`src/rtl/result_buffer.sv`:
```
// result_buffer: first-word-fall-through FIFO that sits after the dot-product
// adder. Each entry holds {addr, data}. The buffer never back-pressures the
// arithmetic pipeline: a result that arrives while full is dropped and the
// sticky overflow flag is raised.
module result_buffer #(
  parameter int DATA_WIDTH = 17,
  parameter int ADDR_WIDTH = 10,
  parameter int DEPTH      = 16
) (
  input  logic                    clk,
  input  logic                    rst,
  input  logic                    en,
  input  logic                    in_valid,
  input  logic [DATA_WIDTH-1:0]   in_data,
  input  logic [ADDR_WIDTH-1:0]   in_addr,
  output logic                    in_ready,
  output logic                    out_valid,
  output logic [DATA_WIDTH-1:0]   out_data,
  output logic [ADDR_WIDTH-1:0]   out_addr,
  input  logic                    out_ready,
  output logic [$clog2(DEPTH):0]  count,
  output logic                    full,
  output logic                    empty,
  output logic                    overflow
);

  localparam int PW = $clog2(DEPTH);
  localparam int CW = PW + 1;
  localparam int EW = ADDR_WIDTH + DATA_WIDTH;

  logic [EW-1:0] mem_q [DEPTH];
  logic [PW-1:0] wr_ptr_q, wr_ptr_d;
  logic [PW-1:0] rd_ptr_q, rd_ptr_d;
  logic [CW-1:0] count_q, count_d;
  logic          overflow_q, overflow_d;
  logic          push, pop;
  logic [EW-1:0] head;

  // Status and handshake are purely combinational from the registered count.
  assign full      = (count_q == CW'(DEPTH));
  assign empty     = (count_q == '0);
  assign in_ready  = en & ~full;
  assign out_valid = en & ~empty;
  assign push      = in_valid & in_ready;
  assign pop       = out_valid & out_ready;
  assign count     = count_q;
  assign overflow  = overflow_q;

  // Head entry falls through with no read latency; zeroed while empty so
  // stale storage never leaks onto the bus.
  assign head     = mem_q[rd_ptr_q];
  assign out_data = empty ? '0 : head[DATA_WIDTH-1:0];
  assign out_addr = empty ? '0 : head[EW-1:DATA_WIDTH];

  // Next-state for pointers, occupancy and the sticky drop flag. Pointers are
  // exactly log2(DEPTH) bits wide so increment wraps DEPTH-1 -> 0 for free.
  always_comb begin
    wr_ptr_d   = wr_ptr_q;
    rd_ptr_d   = rd_ptr_q;
    count_d    = count_q;
    overflow_d = overflow_q | (en & in_valid & full);
    if (push) wr_ptr_d = wr_ptr_q + PW'(1);
    if (pop)  rd_ptr_d = rd_ptr_q + PW'(1);
    case ({push, pop})
      2'b10:   count_d = count_q + CW'(1);
      2'b01:   count_d = count_q - CW'(1);
      default: count_d = count_q;
    endcase
  end

  // Control state; reset discards all entries logically at once.
  always_ff @(posedge clk or negedge rst) begin
    if (!rst) begin
      wr_ptr_q   <= '0;
      rd_ptr_q   <= '0;
      count_q    <= '0;
      overflow_q <= 1'b0;
    end else begin
      wr_ptr_q   <= wr_ptr_d;
      rd_ptr_q   <= rd_ptr_d;
      count_q    <= count_d;
      overflow_q <= overflow_d;
    end
  end

  // Storage is write-only on push and deliberately has no reset.
  always_ff @(posedge clk) begin
    if (push) mem_q[wr_ptr_q] <= {in_addr, in_data};
  end

endmodule

```
`config.mk`:
```
export PLATFORM = sky130hd
export DESIGN_NAME = result_buffer
export DESIGN_NICKNAME = d
export VERILOG_FILES = /design/src/rtl/result_buffer.sv
export SDC_FILE = /design/constraint.sdc
export NUM_CORES = 1
export LEC_CHECK = 0
export ABC_AREA = 1
export BUFFER_PORTS_ARGS = -buffer_cell sky130_fd_sc_hd__buf_2
export CAP_MARGIN = 20
export CORE_MARGIN = 5
export CORE_UTILIZATION = 53
export DETAILED_ROUTE_END_ITERATION = 10
export PLACE_DENSITY = 0.73
export SLEW_MARGIN = 40
export SYNTH_ARGS = -nofsm -noshare
export SYNTH_HDL_FRONTEND = slang
export SYNTH_SLANG_ARGS = --single-unit
```
`constraint.sdc`:
```
create_clock -name clk -period 3.54 [get_ports clk]
set_clock_uncertainty 0.2 [all_clocks]
set_input_delay 0.708 -clock clk [delete_from_list [all_inputs] [get_ports clk]]
set_output_delay 0.708 -clock clk [all_outputs]
set_load 0.1 [all_outputs]
```
==> flow_summary.ini <==
[status]
outcome = finished clean

[clock_network]
clk_pin_slew_worst_paths_ns = 0.06
cts_buffers = 44
clkLatencyLatePin_ns = 0.55
htree_levels = 2
cts_tree = done
cts_buffer_depth = 3
clock_sinks = 446
root_buffer = clkbuf_16

[cells_and_area]
diodes = 0
instances_no_fill = 2110
fin_nets = 1662
most-common-layout-cells = nand2_1 (575), edfxtp_1 (432), nand3_1 (336)
drive_above_1_share_pct = 13.35
design_area_um2 = 21100
layout.cells.most_common = nand2_1
register_area_um2 = 13340
fillers = 2509
area.growth.synth_to_final_pct = 15.75
multiInputGateArea_um2 = 4564

[sta]
fin_crit_ns = 3.448
tightestPinTransition_ns = 0.6428
period_share_pct = 97.41
setup_violations = 0
tns_ns = 0
drv_slew = 0
hold_viol_final = 0
relSlewSlack_pct = 57.04
worst_slack_ns = 0.09181
max_freq_mhz = 290.0

[placed_design]
dp_worst_setup_slack_ns = 0.4287
dp_cells = 2027
dpl_cell_area_um2 = 19530
post-dp-hpwl_mm = 22.26
port_buffers = 68
gp_congestion = 0.7852

[power_and_ir_drop]
p_total_uw = 19980
p_leak_uw = 0.007795
irDropWorstVdd_v = 0.0008814
powerDensity_nw_per_um2 = 946.7

[worst_setup_path]
path_max_fanout = 12
cp_common_cell = buf_12
critPathMaxStageDelay_ns = 0.42
cp.required_ns = 2.63
cp.arrival_ns = 2.54
startpoint_type = register
rr_startpoint = count[1]
path_class = register to output port
crit_path_end_kind = output port
crit_slowest_cell = dfrtp_2
cp_num_buf_inv = 4
startpoint = count[1]
crit_family = buffers and inverters
crit_chain = nor2_1 > nand4_1 > clkinv_2 > buf_12 > buf_12 > a21oi_2 > clkbuf_4

[detailed_routing]
viasPerCell = 5.637
route.detailed.drc = 0
wl_per_cell_um = 20.20
route.vias.total = 11900
wirelength_mm = 42.62
drtAntennaViolNets = 0
drt-initial-drc-count = 1224
dr.pass1.iters = 5

[global_route]
grt_pass1_vias = 11680
antenna_found_initial = 1
grt_max_degree = 111
grt_overflow_total = 0
grt_pass1_wl_mm = 66.24
grtUsageMet2_pct = 36.72
grtUsageMet1_pct = 31.60
grt_use_total_pct = 22.22
grt_use_met3_pct = 3.502
grt-busiest-layer = met2

[synthesis]
ys_seq_area_share_pct = 73.09
ys_types = 23
async_flop_share_pct = 3.139
synth_nets = 1590
ys_ff_latch = 446
synthFlopType = edfxtp_1
synth_edf_count = 432
syn_area_per_cell_um2 = 11.77
syn_inst = 1549
synth.cell_area_um2 = 18230
yosysWarnings = 0

[worst_hold_path]
hp-start = overflow
hold_class = register to register

[die]
die-area_um2 = 38200
start_util_pct = 53.16
dieWidth_um = 195.5
core_um2 = 34290
fp.dieH_um = 195.5
io_pins = 69
fp-row-count = 68

[run]
cap_viol_max_count = 0
[power breakdown]
group          internal (µW)  switching [µW]  total, µW
Combinational           2400            6840       9250
Sequential              6130             165       6300
Clock                   2520            1910       4430
[layer usage]
metal	part of all wire [%]	vias up
li1	-	5561
met4	1.6	2
met3	8.1	56
met2	49	519
met5	0.031	-
met1	42	5757
[worst paths after layout]
path	end	cells after the start	slack [ns]
min in group asynchronous	rd_ptr_q[0]	2	0.41
setup / recovery	out_data[10]	7	0.09
max in group asynchronous	rd_ptr_q[1]	2	2.43
hold / removal	overflow	1	0.28
setup reg to reg	count[4]	12	0.73
hold reg to reg	overflow	1	0.28
[cell usage after synthesis, types with 3 or more instances]
library cell / number / area, µm²
nand2_1: 575 / 2158
buf_4: 9 / 67.56
nor3_1: 3 / 15.01
buf_2: 29 / 145.1
edfxtp_1: 432 / 12970
nor2_1: 20 / 75.07
inv_2: 4 / 15.01
dfrtp_1: 14 / 350.3
a21oi_1: 29 / 145.1
buf_6: 10 / 112.6
xor2_1: 8 / 70.07
clkbuf_1: 25 / 93.84
inv_1: 19 / 71.32
nand3_1: 336 / 1682
buf_1: 16 / 60.06
ha_1: 9 / 112.6
[area by class of cell]
cell class | count | area share (%)
inverter | 24 | 0.5041
multi-input combinational | 989 | 21.63
clock inverter | 24 | 1.038
timing repair buffer | 116 | 5.479
sequential | 446 | 63.22
clock buffer | 56 | 5.432
tap | 455 | 2.698
[cell families after synthesis]
kind of cell,after synthesis,synth area share (%)
flops,446,73.09
fa+ha+maj,9,0.6178
xor+xnor,10,0.4805
compound gates,34,0.9747
buf+inv,114,3.206
simple gates,936,21.63
[through the flow]
step	hold slack (ns)	utilization, %
after global routing	0.2854	61.53
after global placement	0.2555	56.96
after CTS	0.2597	61.39
final	0.2849	61.53
after floorplan	0.2124	-
after detailed placement	0.2671	56.96
[flip-flops by register name (all words and copies together), names as in the netlist]
| name | count |
|---|---|
| mem_q | 432 |
| count | 5 |
| rd_ptr_q | 4 |
| wr_ptr_q | 4 |
| overflow | 1 |
[timing repair]
action / 4_1_cts / 5_1_grt
hold endpoints to repair: 14 / 0
buffers inserted: 0 / 0
gates resized for setup: 26 / 24
setup endpoints to repair: 27 / 28
gates cloned: 2 / 0
hold buffers: 1 / 0
Note: power is estimated with default switching activity, not from simulation.
